**config.mk**
```make
export PLATFORM = sky130hd
export DESIGN_NAME = instruction_fetch
export DESIGN_NICKNAME = d
export VERILOG_FILES = /design/src/rtl/instruction_fetch.sv
export SDC_FILE = /design/constraint.sdc
export NUM_CORES = 1
export LEC_CHECK = 0
export ABC_AREA = 0
export CAP_MARGIN = 10
export CORE_ASPECT_RATIO = 2
export CORE_UTILIZATION = 54
export DETAILED_ROUTE_END_ITERATION = 6
export PLACE_DENSITY = 0.91
export SETUP_SLACK_MARGIN = 0.3
export SLEW_MARGIN = 20
export SYNTH_ARGS = -nofsm -noshare
export SYNTH_HDL_FRONTEND = slang
export SYNTH_SLANG_ARGS = --single-unit
```
**constraint.sdc**
```tcl
create_clock -name i_clk -period 12.1 [get_ports i_clk]
set_clock_uncertainty 0.2 [all_clocks]
set_input_delay 2.42 -clock i_clk [delete_from_list [all_inputs] [get_ports i_clk]]
set_output_delay 2.42 -clock i_clk [all_outputs]
set_load 0.1 [all_outputs]
```
**src/rtl/instruction_fetch.sv**
```systemverilog
// Fetch stage: owns the PC, issues word reads and buffers returned words in order
// for the decoder. Redirects flush the buffer and discard reads still in flight.
module instruction_fetch #(
    parameter logic [31:0] RESET_PC   = 32'h0000_0000,
    parameter int          FIFO_DEPTH = 2
) (
    input  logic        i_clk,
    input  logic        i_rst,
    output logic        o_mem_req_valid,
    output logic [31:0] o_mem_req_addr,
    input  logic        i_mem_req_ready,
    input  logic        i_mem_resp_valid,
    input  logic [31:0] i_mem_resp_data,
    input  logic        i_redirect_valid,
    input  logic [31:0] i_redirect_pc,
    output logic        o_instr_valid,
    output logic [31:0] o_instr,
    output logic [31:0] o_instr_pc,
    input  logic        i_instr_ready,
    output logic        o_fetch_error
);

    localparam int CW = $clog2(FIFO_DEPTH + 1);
    localparam int PW = (FIFO_DEPTH > 1) ? $clog2(FIFO_DEPTH) : 1;
    localparam int DW = 8;

    typedef enum logic {
        ST_RUN  = 1'b0,
        ST_HALT = 1'b1
    } state_t;

    state_t          r_state;
    state_t          w_state_nxt;

    logic [31:0]     r_fetch_pc;
    logic            r_fetch_error;
    logic [CW-1:0]   r_outst;
    logic [DW-1:0]   r_drop;

    logic [31:0]     r_fifo_data [FIFO_DEPTH];
    logic [31:0]     r_fifo_pc   [FIFO_DEPTH];
    logic [PW-1:0]   r_wr_ptr;
    logic [PW-1:0]   r_rd_ptr;
    logic [CW-1:0]   r_count;

    logic [31:0]     r_pcq [FIFO_DEPTH];
    logic [PW-1:0]   r_pcq_wr;
    logic [PW-1:0]   r_pcq_rd;

    logic            w_misaligned;
    logic            w_space;
    logic            w_req_valid;
    logic            w_req_fire;
    logic            w_resp_live;
    logic            w_resp_keep;
    logic            w_push;
    logic            w_pop;

    function automatic logic [PW-1:0] ptr_inc(input logic [PW-1:0] p);
        return (p == PW'(FIFO_DEPTH - 1)) ? '0 : p + PW'(1);
    endfunction

    assign w_misaligned = (i_redirect_pc[1:0] != 2'b00);
    // Credit rule: buffered words plus reads in flight never exceed the buffer size.
    assign w_space      = ({1'b0, r_count} + {1'b0, r_outst}) < (CW + 1)'(FIFO_DEPTH);
    assign w_req_fire   = w_req_valid && i_mem_req_ready;
    // A response with nothing pending (e.g. a read issued before reset) is ignored.
    assign w_resp_live  = i_mem_resp_valid && ((r_drop != '0) || (r_outst != '0));
    assign w_resp_keep  = w_resp_live && (r_drop == '0) && !i_redirect_valid;
    assign w_push       = w_resp_keep;
    assign w_pop        = o_instr_valid && i_instr_ready;

    always_ff @(posedge i_clk) begin
        if (i_rst) begin
            r_state <= ST_RUN;
        end else begin
            r_state <= w_state_nxt;
        end
    end

    always_comb begin
        w_state_nxt = r_state;
        w_req_valid = 1'b0;
        case (r_state)
            ST_RUN: begin
                w_req_valid = !i_rst && !i_redirect_valid && w_space;
                if (i_redirect_valid && w_misaligned) begin
                    w_state_nxt = ST_HALT;
                end
            end
            ST_HALT: begin
                if (i_redirect_valid && !w_misaligned) begin
                    w_state_nxt = ST_RUN;
                end
            end
            default: begin
                w_state_nxt = ST_RUN;
            end
        endcase
    end

    always_ff @(posedge i_clk) begin
        if (i_rst) begin
            r_fetch_pc    <= RESET_PC;
            r_fetch_error <= 1'b0;
            r_outst       <= '0;
            r_drop        <= '0;
            r_wr_ptr      <= '0;
            r_rd_ptr      <= '0;
            r_count       <= '0;
            r_pcq_wr      <= '0;
            r_pcq_rd      <= '0;
        end else if (i_redirect_valid) begin
            r_count  <= '0;
            r_wr_ptr <= '0;
            r_rd_ptr <= '0;
            r_pcq_wr <= '0;
            r_pcq_rd <= '0;
            r_outst  <= '0;
            // Everything still in flight becomes stale; a response landing now is one of them.
            r_drop   <= r_drop + DW'(r_outst) - DW'(w_resp_live);
            if (w_misaligned) begin
                r_fetch_error <= 1'b1;
            end else begin
                r_fetch_pc <= i_redirect_pc;
            end
        end else begin
            if (w_req_fire) begin
                r_pcq[r_pcq_wr] <= r_fetch_pc;
                r_pcq_wr        <= ptr_inc(r_pcq_wr);
                r_fetch_pc      <= r_fetch_pc + 32'd4;
            end
            if (w_resp_live && (r_drop != '0)) begin
                r_drop <= r_drop - DW'(1);
            end
            if (w_push) begin
                r_fifo_data[r_wr_ptr] <= i_mem_resp_data;
                r_fifo_pc[r_wr_ptr]   <= r_pcq[r_pcq_rd];
                r_wr_ptr              <= ptr_inc(r_wr_ptr);
                r_pcq_rd              <= ptr_inc(r_pcq_rd);
            end
            if (w_pop) begin
                r_rd_ptr <= ptr_inc(r_rd_ptr);
            end
            r_count <= r_count + CW'(w_push) - CW'(w_pop);
            r_outst <= r_outst + CW'(w_req_fire) - CW'(w_resp_keep);
        end
    end

    a_no_overflow: assert property (@(posedge i_clk) disable iff (i_rst)
        !(w_push && !w_pop && (r_count == CW'(FIFO_DEPTH))));

    assign o_mem_req_valid = w_req_valid;
    assign o_mem_req_addr  = r_fetch_pc;
    assign o_instr_valid   = !i_rst && (r_count != '0);
    assign o_instr         = o_instr_valid ? r_fifo_data[r_rd_ptr] : '0;
    assign o_instr_pc      = o_instr_valid ? r_fifo_pc[r_rd_ptr] : '0;
    assign o_fetch_error   = r_fetch_error && !i_rst;

endmodule

```
* After elaboration in Yosys (flattened, before gate mapping) *
Memory sizes are Yosys's and may differ from the RTL's. A register that Yosys moved wholly into a read port is not among the register bits.
Cells that the tools add are included.

word-level totals
  register bits = 50
  memory bits (writable) = 192
  input port bits = 70
  output and inout bits = 99
  word-level logic and storage cells = 84
  memories kept = 3

operators by class
  $add $sub $neg = 13
  magnitude comparators = 1
  equal/unequal tests = 1
  mux-type cells = 29
  bitwise operators = 1
  reductions and logical operators = 26

memories
  memory       depth  bits a word  rd ports  clocked after Yosys merged registers in  wr ports  RTL line  RTL
  r_fifo_data  2      32           1         1                                        1         40        logic [31:0] r_fifo_data [FIFO_DEPTH];
  r_fifo_pc    2      32           1         1                                        1         41        logic [31:0] r_fifo_pc [FIFO_DEPTH];
  r_pcq        2      32           1         1                                        1         46        logic [31:0] r_pcq [FIFO_DEPTH];

operators with widths
  cell                                                 count
  two-way mux 32 bit                                   5
  adder 32 x 3 -> 32 bit (second input constant)       1
  two-way mux 1 bit                                    21
  two-way mux 8 bit                                    2
  logical AND 1 bit                                    12
  nonzero test 2 bit                                   5
  adder 8 x 2 -> 8 bit                                 1
  logical NOT 8 bit                                    1
  nonzero test 8 bit                                   1
  subtractor 8 x 1 -> 8 bit                            1
  subtractor 8 x 1 -> 8 bit (second input constant)    1
  adder 1 bit (second input constant)                  4
  adder 2 x 1 -> 2 bit                                 2
  AND reduction 2 bit                                  2
  subtractor 2 x 1 -> 2 bit                            2
  adder 2 x 2 -> 3 bit                                 1
  logical NOT 1 bit                                    3
  < comparator 3 x 2 -> 1 bit (second input constant)  1
  != test 2 bit (second input constant)                1
  case mux 1 bit (2 select lines)                      1
  OR reduction 2 bit                                   1
  logical OR 1 bit                                     1
  inverter 1 bit                                       1

* Logic depth before layout (Yosys ltp) *
  depth after elaboration = 9
  mapped depth = 15
  gate-level depth less buffers = 14

* Worst setup path after synthesis *
No wires, ideal clock.

  path kind = input to register
  start point = input port i_redirect_valid
  end point = memory r_fifo_data[0][0] (enable)
  library setup time = 0.644 ns
  data arrival time = 9.184 ns
  data required time = 11.256 ns
  setup slack = 2.072 ns
  stages = 5
  cell sequence = buf_6 > or2_1 > buf_2 > clkbuf_1 > nor4_1

on the way
  longest elaborated chain between the ends = 6

RTL lines
  what                                         RTL line  RTL
  start: declaration                           14        input logic i_redirect_valid,
  logical NOT 1 bit                            69        assign w_resp_keep = w_resp_live && (r_drop == '0) && !i_redirect_valid;
  logical AND 1 bit                            69
  two-way mux 1 bit                            136       if (w_push) begin
  two-way mux 1 bit (*)                        113       end else if (i_redirect_valid) begin
  two-way mux 1 bit (*)                        103       if (i_rst) begin
  two-way mux 1 bit (not written as such) (*)  137       r_fifo_data[r_wr_ptr] <= i_mem_resp_data;
  end: declaration                             40

Mark *: on every way between the ends. The rest lies on a longest branch, timed or not.

* Worst setup path after layout *
  start point = input port i_rst
  end point = output port o_instr_pc[9]

on the way
  longest elaborated chain between the ends = 3

RTL lines
  what                RTL line  RTL
  start: declaration  8         input logic i_rst,
  logical NOT 1 bit   155       assign o_instr_valid = !i_rst && (r_count != '0);
  logical AND 1 bit   155
  two-way mux 32 bit  157       assign o_instr_pc = o_instr_valid ? r_fifo_pc[r_rd_ptr] : '0;
  end: declaration    18        output logic [31:0] o_instr_pc,

No other way between the ends.

==> metrics <==
nets=1,052; most common cell in the synthesized netlist=edfxtp_1; status=complete, no violations; CTS Buf Count=20; R2R cell count=14; Cells after DPL=1,195; DRT antenna net count=0; DP Area=12,500 µm²; Most used DFF post-synth=edfxtp_1; WP data required=9480 ps; Reg area=6810 µm²; distinct cell type count after synthesis=slightly above 70; largest net degree at the start of global routing=66; clk sinks=244; Setup CP Type=input port to primary output; H-Tree Depth=1; Final Cycle Share=66.3%; Die ar.=20,300 µm²; Synth top cells by count=edfxtp_1, nor2_1, mux2i_1; post-route insts no fill=between 1,000 and 1,500; cell depth of the worst hold path=2; Congestion Overflow GR=0; Post-Route WL=22.9 mm; fin area=13,300 µm²; Mapped Cells=roughly 800; fillers=approximately 1,300; fmax=0.125 GHz; setup TNS=0 ps; DRC errors left=0; Core ar.=19,400 µm²; Async S/R FF share, synth=0%; #FFs+latches synth=244; Multi-input gate area=3550 µm²; Worst Tran Pin Value=~1100 ps; area leader, netlist=edfxtp_1; part of the Yosys area used for sequential elements=63.9%; Inserted Diodes=0; Skew-Pair Late Insertion Delay=490 ps; Startpoint Class=input port; number of enable flip-flop cells after synthesis=192; Root Buffer Master=clkbuf_16; minimum clock period=8020 ps; final number of max-transition violations=0; Synth Warn #=0; chip height=201 µm; # Max-Cap Violations=0; worst min path class=flip-flop to flip-flop; setup violators final=0; Placer Congestion=0.916; gr usage total=22.9%; top post-synthesis cells by area=edfxtp_1, dfxtp_1, mux2i_1, nor2_1, mux2_2; average size of a mapped cell=about 13 µm²; post_cts resized=0; share of cells above drive strength 1=10.1%; DP HPWL=15.8 mm; Synth Cell Area=about 11,000 µm²; number of core rows=72; Ports=169; Max transition margin=26.8%; via count=6,977; Die W=101 µm; initial antenna violation count=0; Setup crit end kind=primary output; WL/cell=18.6 µm; hold buffers post-CTS=0; final core utilization=around 69%; CTS tree=yes; Arr. time, crit path=5400 ps; number of port buffers=168; drt pass-1 iters=5; post-CTS setup buffers=0; Pwr Density=148 nW/µm²; maximum vdd drop=~0.13 mV; syn nets=893; Clock Path Buffers=3; Total Power=1970 µW; Fin. Hold Viols=0; Yosys top cell area share=approximately 54%; Clock Pin Slew Worst Setup and Hold Paths=around 70 ps; initial core utilization=55.0%; Starting DRT DRC Count=roughly 360; first-pass GRT wire length=35.5 mm; CP Max Fanout=65; RSZ-0062 raised after global routing=false; Static Leakage=0.00440 µW; Vias per Instance=5.67; vias in the first global route=around 7,000; P&R area growth vs syn=24.9%
-- critical path: stages --
cell and delay [ps]:
clkdlybuf4s50_1 450, buf_4 380, inv_1 290, o21ai_4 110, buf_4 530, nor2_1 140
clkdlybuf4s50_1 1010
-- placed cells by master (no fill, tap or decap), types with 4 or more instances in the layout --
cell	count
a211oi_1	5
a21oi_1	24
a22oi_1	10
a31oi_1	7
and2_1	6
and3_1	12
buf_4	11
bufinv_16	5
clkbuf_1	5
clkbuf_16	21
clkdlybuf4s50_1	168
dfxtp_1	51
edfxtp_1	192
ha_1	22
inv_1	29
mux2_2	32
mux2i_1	79
nand2_1	21
nand2b_1	4
nand3_1	17
nand4_1	14
nor2_1	107
nor3_1	8
nor4_1	10
o21a_1	5
o21ai_0	7
o221ai_1	4
o22ai_1	9
xnor2_1	18
-- per-layer routing --
| layer | track usage [%] | share of wire (%) | vias to the layer above |
|---|---|---|---|
| met1 | 24.0 | 34 | 3343 |
| met3 | 2.65 | 5.0 | 71 |
| li1 | - | - | 3284 |
| met2 | 42.3 | 55 | 279 |
| met4 | 13.9 | 5.7 | 0 |
| met5 | 0 | 0 | - |
-- registers in the layout (all words and copies together) (netlist names), named ones only --
signal          flops
r_rd_ptr            1
r_wr_ptr            1
r_fetch_error       1
r_count             2
r_pcq_wr            1
r_fifo_pc          64
r_drop              8
r_pcq              64
r_pcq_rd            1
r_fifo_data        64
r_outst             2
o_mem_req_addr     32
-- layout make-up --
cell class | count | share of cell area [%]
clock buffer | 29 | 4.40
clock inverter | 7 | 1.23
inverter | 30 | 0.846
multi-input combinational | 483 | 26.6
sequential | 244 | 51.2
tap | 259 | 2.44
timing repair buffer | 179 | 13.3
-- report_power, final --
group,switching (µW),internal (µW)
registers,25.8,921
logic,183,123
clock network,273,445
-- stage by stage --
stage	hold slack [ps]	worst slack [ps]
2_1_floorplan	232	2070
3_3_place_gp	242	4110
4_1_cts	272	4050
5_1_grt	300	3900
6_report	269	4080
3_5_place_dp	262	4070
-- logic make-up (layout without fill, tap and decap cells) --
logic type | count (synthesis) | in the layout | synth area share [%]
and+or+nand+nor | 232 | 232 | 11.2
buffers and inverters | 72 | 245 | 3.08
DFF | 244 | 244 | 63.9
AOI/OAI and AO/OA | 97 | 97 | 6.52
adders and majority gates | 24 | 24 | 2.96
xor gates and xnor gates | 19 | 19 | 1.56
muxes | 111 | 111 | 10.8
-- final timing paths --
kind	startpoint	slack [ps]	endpoint
worst max-delay path	i_rst	4080	o_instr_pc[9]
worst min-delay path	r_fetch_error	270	r_fetch_error
worst max register to register	r_drop[6]	8590	r_drop[6]
worst min register to register	r_fetch_error	270	r_fetch_error
Note: power is estimated with default switching activity, not from simulation.
